## config.mk

```make
export PLATFORM = sky130hd
export DESIGN_NAME = register_write_arbiter_flat
export DESIGN_NICKNAME = d
export VERILOG_FILES = /design/src/rtl/register_write_arbiter_if.sv /design/src/rtl/register_write_arbiter.sv /design/src/flat_wrapper.sv
export SDC_FILE = /design/constraint.sdc
export NUM_CORES = 1
export LEC_CHECK = 0
export ABC_AREA = 1
export ABC_CLOCK_PERIOD_IN_PS = 4950
export CORE_MARGIN = 2
export CORE_UTILIZATION = 50
export DETAILED_ROUTE_END_ITERATION = 8
export PLACE_DENSITY = 0.93
export SYNTH_ARGS = -nofsm -noshare
export SYNTH_HDL_FRONTEND = slang
export SYNTH_SLANG_ARGS = --single-unit
export TNS_END_PERCENT = 100
```

## constraint.sdc

```tcl
create_clock -name clk -period 4.95 [get_ports clk]
set_input_delay 0.99 -clock clk [delete_from_list [all_inputs] [get_ports clk]]
set_output_delay 0.99 -clock clk [all_outputs]
set_load 0.01 [all_outputs]
```

## src/rtl/register_write_arbiter_if.sv

```systemverilog
// Bus bundle between three write requesters and the shared-register arbiter.
// The slave modport is the arbiter side; the master modport is the requester side.
interface register_write_arbiter_if #(
  parameter int WIDTH = 5,
  parameter int CNT_W = 8
);
  logic [2:0]       req;
  logic [WIDTH-1:0] d0;
  logic [WIDTH-1:0] d1;
  logic [WIDTH-1:0] d2;
  logic [2:0]       grant;
  logic             enable;
  logic [WIDTH-1:0] Data;
  logic [2:0]       done;
  logic [1:0]       owner;
  logic [CNT_W-1:0] wr_count;
  logic [WIDTH-1:0] Q;

  modport slave (
    input  req, d0, d1, d2,
    output grant, enable, Data, done, owner, wr_count, Q
  );

  modport master (
    output req, d0, d1, d2,
    input  grant, enable, Data, done, owner, wr_count, Q
  );
endinterface

```

## src/rtl/register_write_arbiter.sv

```systemverilog
// Round-robin arbiter granting one of three requesters a single write into a
// shared register; each write walks IDLE -> GRANT -> DONE, all outputs registered.
module register_write_arbiter #(
  parameter int WIDTH = 5,
  parameter int CNT_W = 8
) (
  input logic                    clk,
  input logic                    rst,
  register_write_arbiter_if.slave bus
);

  typedef enum logic [1:0] {
    IDLE  = 2'd0,
    GRANT = 2'd1,
    DONE  = 2'd2
  } state_t;

  state_t           state_reg, state_next;
  logic [1:0]       ptr_reg, ptr_next;
  logic [1:0]       win_reg, win_next;
  logic [WIDTH-1:0] data_reg, data_next;
  logic [WIDTH-1:0] q_reg, q_next;
  logic [2:0]       grant_reg, grant_next;
  logic [2:0]       done_reg, done_next;
  logic             enable_reg, enable_next;
  logic [1:0]       owner_reg, owner_next;
  logic [CNT_W-1:0] count_reg, count_next;

  // Candidate order ptr, ptr+1, ptr+2 (mod 3) and whether each is requesting.
  logic [1:0] cand_idx [3];
  logic [2:0] cand_hit;

  genvar gi;
  generate
    for (gi = 0; gi < 3; gi++) begin : g_cand
      logic [2:0] sum;
      assign sum           = {1'b0, ptr_reg} + 3'(gi);
      assign cand_idx[gi]  = (sum >= 3'd3) ? 2'(sum - 3'd3) : sum[1:0];
      assign cand_hit[gi]  = (cand_idx[gi] == 2'd0) ? bus.req[0] :
                             (cand_idx[gi] == 2'd1) ? bus.req[1] : bus.req[2];
    end
  endgenerate

  logic [1:0]       pick_idx;
  logic [WIDTH-1:0] pick_data;

  always_comb begin
    pick_idx = cand_idx[2];
    if (cand_hit[0]) begin
      pick_idx = cand_idx[0];
    end else if (cand_hit[1]) begin
      pick_idx = cand_idx[1];
    end
    case (pick_idx)
      2'd0:    pick_data = bus.d0;
      2'd1:    pick_data = bus.d1;
      default: pick_data = bus.d2;
    endcase
  end

  function automatic logic [2:0] onehot(input logic [1:0] idx);
    onehot = 3'b001 << idx;
  endfunction

  always_comb begin
    state_next  = state_reg;
    ptr_next    = ptr_reg;
    win_next    = win_reg;
    data_next   = data_reg;
    q_next      = q_reg;
    grant_next  = 3'b000;
    done_next   = 3'b000;
    enable_next = 1'b0;
    owner_next  = owner_reg;
    count_next  = count_reg;
    case (state_reg)
      IDLE: begin
        if (bus.req != 3'b000) begin
          state_next  = GRANT;
          win_next    = pick_idx;
          data_next   = pick_data;
          grant_next  = onehot(pick_idx);
          enable_next = 1'b1;
        end
      end
      GRANT: begin
        // The write commits regardless of req/d changes since latching.
        state_next = DONE;
        q_next     = data_reg;
        owner_next = win_reg;
        done_next  = onehot(win_reg);
        ptr_next   = (win_reg == 2'd2) ? 2'd0 : win_reg + 2'd1;
        if (count_reg != {CNT_W{1'b1}}) begin
          count_next = count_reg + CNT_W'(1);
        end
      end
      DONE: begin
        state_next = IDLE;
      end
      default: begin
        state_next = IDLE;
      end
    endcase
  end

  always_ff @(posedge clk) begin
    if (rst) begin
      state_reg  <= IDLE;
      ptr_reg    <= 2'd0;
      win_reg    <= 2'd0;
      data_reg   <= '0;
      q_reg      <= '0;
      grant_reg  <= 3'b000;
      done_reg   <= 3'b000;
      enable_reg <= 1'b0;
      owner_reg  <= 2'd0;
      count_reg  <= '0;
    end else begin
      state_reg  <= state_next;
      ptr_reg    <= ptr_next;
      win_reg    <= win_next;
      data_reg   <= data_next;
      q_reg      <= q_next;
      grant_reg  <= grant_next;
      done_reg   <= done_next;
      enable_reg <= enable_next;
      owner_reg  <= owner_next;
      count_reg  <= count_next;
    end
  end

  assign bus.grant    = grant_reg;
  assign bus.enable   = enable_reg;
  assign bus.Data     = data_reg;
  assign bus.done     = done_reg;
  assign bus.owner    = owner_reg;
  assign bus.wr_count = count_reg;
  assign bus.Q        = q_reg;

endmodule
```

## src/flat_wrapper.sv

```systemverilog
// flat-port wrapper written by rule: the top's interface ports become plain ports
module register_write_arbiter_flat 
#(
  parameter int WIDTH = 5,
  parameter int CNT_W = 8
)
  (clk, rst, bus_req, bus_d0, bus_d1, bus_d2, bus_grant, bus_enable, bus_Data, bus_done, bus_owner, bus_wr_count, bus_Q);
  register_write_arbiter_if #(.WIDTH(WIDTH), .CNT_W(CNT_W)) bus_i ();
  input logic clk;
  input logic rst;
  input wire logic [$bits(bus_i.req)-1:0] bus_req;
  input wire logic [$bits(bus_i.d0)-1:0] bus_d0;
  input wire logic [$bits(bus_i.d1)-1:0] bus_d1;
  input wire logic [$bits(bus_i.d2)-1:0] bus_d2;
  output wire logic [$bits(bus_i.grant)-1:0] bus_grant;
  output wire logic [$bits(bus_i.enable)-1:0] bus_enable;
  output wire logic [$bits(bus_i.Data)-1:0] bus_Data;
  output wire logic [$bits(bus_i.done)-1:0] bus_done;
  output wire logic [$bits(bus_i.owner)-1:0] bus_owner;
  output wire logic [$bits(bus_i.wr_count)-1:0] bus_wr_count;
  output wire logic [$bits(bus_i.Q)-1:0] bus_Q;
  assign bus_i.req = bus_req;
  assign bus_i.d0 = bus_d0;
  assign bus_i.d1 = bus_d1;
  assign bus_i.d2 = bus_d2;
  assign bus_grant = bus_i.grant;
  assign bus_enable = bus_i.enable;
  assign bus_Data = bus_i.Data;
  assign bus_done = bus_i.done;
  assign bus_owner = bus_i.owner;
  assign bus_wr_count = bus_i.wr_count;
  assign bus_Q = bus_i.Q;
  register_write_arbiter #(.WIDTH(WIDTH), .CNT_W(CNT_W)) u_core (.clk(clk), .rst(rst), .bus(bus_i));
endmodule
```

After elaboration in Yosys (flattened, before gate mapping). Index checks and enable logic that the tools add are counted.

Register bits after elaboration: 33. Output and inout bits: 27. Word-level logic and storage cells: 56.

Add/sub/neg operators: 7. Equal/unequal tests: 7. Bitwise operators: 3. Reduce and logical (&&, ||, !) cells: 10. Magnitude comparators: 3. Mux-type cells: 14. Shift-type cells: 2.

Operator list (number): $mux 2 (7); $pmux 5 s2 (1); $add 8x1->8 const B (1); $eq 2x1->1 const B (4); $logic_not 2->1 (4); $ne 8x8->1 const B (1); $ge 3x2->1 const B (2); $shl 1x2->3 const A (2); $sub 2x2->2 const B (3); $mux 1 (5); $pmux 2 s2 (1); $reduce_and 2->1 (2); $reduce_or 2->1 (2); $add 2x1->3 const B (1); $add 2x2->3 const B (1); $not 1->1 (3); $reduce_bool 3->1 (1); $reduce_or 3->1 (1); $add 2x1->2 const B (1); $eq 2x2->1 const B (1); $ge 2x2->1 const B (1); $ne 2x1->1 const B (1).

Depth between registers and ports, before layout.
Depth after elaboration: 10. Mapped depth: 13. Mapped depth without buffers: 13.

Worst setup path after synthesis. OpenSTA, ideal clock, no wires.

Path type: input -> register. From: input port bus_req[2]. To: register u_core.data_reg[0] (netlist: u_core.bus.Data[0]). Stages on the path: 11. Library setup time: 109 ps. Path slack: 2969 ps. Arrival time: 1872 ps. Data required time: 4841 ps. Cell sequence: inv_1 > nor2_2 > o21ai_4 > inv_2 > nand2_4 > nand2_4 > buf_8 > nand3_1 > nand3_1 > nand2_1 > inv_1.

Cells in the longest elaborated chain, start to end: 6. Elaborated cells on any way between the ends: 11. Those cells by class: eq/ne (1); mux (7); reduce/logical (3).

Ends and longest elaborated chain: start: declaration (RTL line flat_wrapper.sv:11) `input wire logic [$bits(bus_i.req)-1:0] bus_req;`; $mux 1 (RTL line register_write_arbiter.sv:40) `(cand_idx[gi] == 2'd1) ? bus.req[1] : bus.req[2];`; $mux 1 (RTL line register_write_arbiter.sv:39) `assign cand_hit[gi] = (cand_idx[gi] == 2'd0) ? bus.req[0] :`; $mux 2 (RTL line register_write_arbiter.sv:51) `end else if (cand_hit[1]) begin`; $mux 2 (RTL line register_write_arbiter.sv:49) `if (cand_hit[0]) begin`; $eq 2x1->1 / $logic_not 2->1 (equally long branches) (RTL line register_write_arbiter.sv:54) `case (pick_idx)`; $pmux 5 s2 (RTL line register_write_arbiter.sv:54); end signal: assignment (RTL line register_write_arbiter.sv:122) `data_reg <= data_next;`; end: declaration (RTL line register_write_arbiter.sv:21) `logic [WIDTH-1:0] data_reg, data_next;`.

Parallel ways exist; a longest one is shown, timed or not. A chain may end at the register's enable or synchronous reset.

Worst setup path after layout.
From: input port bus_req[0]. To: register u_core.grant_reg[1] (netlist: u_core.bus.grant[1]).

Cells in the longest elaborated chain, start to end: 4. Elaborated cells on any way between the ends: 8. Those cells by class: shift (1); mux (4); bitwise (1); reduce/logical (2).

Ends and longest elaborated chain: $mux 1 (RTL line register_write_arbiter.sv:39); $mux 2 (RTL line register_write_arbiter.sv:51); $mux 2 (RTL line register_write_arbiter.sv:49); $shl 1x2->3 (RTL line register_write_arbiter.sv:62) `onehot = 3'b001 << idx;`; end signal: assignment (RTL line register_write_arbiter.sv:124) `grant_reg <= grant_next;`; end: declaration (RTL line register_write_arbiter.sv:23) `logic [2:0] grant_reg, grant_next;`.

Parallel ways exist; a longest one is shown, timed or not.

==> flow_summary.ini <==
[setup_path]
cp_data_required_time_ns = 5.21
reg2reg_from = u_core.state_reg[0]
startpoint = bus_req[0]
worstPathMaxFanout = 11
start_kind = input pin
arrival_ns = 2.78
path_class = in -> reg
end_kind = flop

[logic_synthesis]
synth_cells = 221
avgSynthCellArea_um2 = 7.20
ys_ff_latch = 33
synth_area_leader_cell = dfxtp_1
syn_area_um2 = 1590
synth_edf_count = 0
ys_top_cells_by_count = inv_1 (34), dfxtp_1 (33), nand3_1 (33)
synth_most_common_cell = inv_1
synth_seq_area_share = 0.415
yosys_warnings = 0
synth-main-ff-cell = dfxtp_1
synthArstFlopShare = 0
synth_top_area_frac = 0.415
syn_nets = 246
yosysUniqueCellTypes = 24
synth_area_leaders = dfxtp_1 (42%), nand3_1 (10%), inv_1 (8.0%)

[pwr]
power_frac_seq = 0.458
comb_power_share = 0.315
p_leak_uw = 0.000938
ir_drop_v = 0.000175
pwr-share-clk = 0.227
p_sw_uw = 219
powerDensity_nw_per_um2 = 314
p_int_uw = 449
p_sw_frac = 0.328

[global_route]
grt_max_degree = 16
grt-ovfl-total = 0
grt_use_total = 0.205
antenna_found_initial = 0
grt_pass1_wl_um = 5450
grt_pass1_vias = 1318

[place]
place_congestion = 0.810
io_buffers = 46
dp_cells = 306
dpl-instance-area_um2 = 2080
dp_slack_ns = 2.09
dpl.hpwl_um = 2680

[final_layout]
instances_no_fill = 313
num-nets-final = 294
fin_area_um2 = 2130
drive_above_1_share = 0.0706
area_growth_pct = 34.0
largest_reg_flops = 8
n_antenna_cell = 0

[clock_network]
ctsHoldBuffers = 0
cts_tree = done
clkTransAtPathRegs_ns = 0.09
cts_setup_buffers = 0
cts_made_buffers = 5
post_cts_resize_count = 0
cts_sinks = 33
cts_max_level = 2
cts_buffer_depth = 2
cts_root_buf = clkbuf_4
worstSkewPairLatency_ns = 0.34

[sta]
finalSetupViolCount = 0
grt_setup_unrepaired = false
slew_headroom = 0.505
fin_crit_ns = 2.52
layout_setup_ws_ns = 2.43
finalMaxSlewViolations = 0
tightest_slew_ns = 0.739
fmax_ghz = 0.397
finalCritPeriodShare = 0.509
fin_worst_skew_ns = 0.00432
hold_viol = 0
fin_setup_tns_ns = 0

[die]
start_util = 0.525
ios = 47
die_h_um = 60.4
row_count = 20
core_um2 = 3030
die_area_um2 = 3650
die_w_um = 60.4

[detailed_routing]
route.detailed.drc = 0
firstDrtPassIters = 4
routed_wl_um = 3530
ant_nets = 0
detail_route.wl_per_cell_um = 11.3
drt-initial-drc-count = 55
vias = 1561
vias_per_cell = 4.99

[hold_path]
hold_path.startpoint = u_core.bus.wr_count[5]
worstHoldPathType = reg -> reg

[status]
status = finished, final reports clean

[job]
cap_violations = 0
## logic make-up after synthesis
group           after synthesis  synth area share
compound gates               30             0.107
xor+xnor                      1           0.00551
fa+ha+maj                     5            0.0393
buf+inv                      42             0.106
flops                        33             0.415
simple gates                110             0.327
## layer usage
metal | wire (um) | GRT usage | vias up
li1 | - | - | 800
met1 | 1500 | 0.247 | 684
met2 | 1680 | 0.325 | 67
met3 | 244 | 0.0682 | 10
met4 | 104 | 0.111 | 0
met5 | 0 | 0 | -
## worst max-delay path, cell delays in order
cell             delay, ns
clkdlybuf4s50_1       0.52
nor3_1                0.08
nor2_1                0.52
inv_1                 0.22
nor2_1                0.20
inv_1                 0.08
nor3_1                0.17
## cell type report
| cell class | instances | area, um2 |
|---|---|---|
| inverters | 37 | 139 |
| multi-input cells | 146 | 761 |
| clock buffers | 7 | 55.1 |
| flip-flops and latches | 33 | 661 |
| repair buffers | 46 | 460 |
| fillers | 244 | 897 |
| well taps | 44 | 55.1 |
## layout by cell type (no fill, tap or decap), types with 2 or more instances in the layout
| cell type | instances |
|---|---|
| nand2_2 | 2 |
| clkdlybuf4s50_1 | 46 |
| nor3_1 | 4 |
| nand2_1 | 32 |
| dfxtp_1 | 33 |
| clkbuf_4 | 5 |
| nor2_1 | 30 |
| inv_2 | 3 |
| o21ai_0 | 13 |
| nand3_1 | 33 |
| ha_1 | 5 |
| nand3_2 | 3 |
| a21oi_1 | 13 |
| nand2_4 | 2 |
| inv_1 | 34 |
## power by group through the flow
| stage | clock network (uW) | logic [uW] | registers (uW) |
|---|---|---|---|
| after floorplan | 0 | 127 | 318 |
| after global placement | 0 | 203 | 312 |
| after detailed placement | 0 | 209 | 312 |
| after CTS | 154 | 210 | 306 |
| after global routing | 165 | 232 | 309 |
| final | 152 | 210 | 306 |
## stage by stage
stage,total power [uW],hold slack [ns],utilization
CTS,670,0.486,0.704
global route,706,0.518,0.704
floorplan,445,0.470,-
global placement,514,0.466,0.686
finish,668,0.481,0.704
detailed placement,521,0.472,0.686
## worst paths after layout
path	depth (start not counted)	slack, ns	endpoint
worst max register to register	7	2.97	u_core.bus.wr_count[7]
worst min register to register	2	0.48	u_core.bus.wr_count[5]
worst min-delay path	2	0.48	u_core.bus.wr_count[5]
worst max-delay path	7	2.43	u_core.bus.grant[1]
Note: power is estimated with default switching activity, not from simulation.
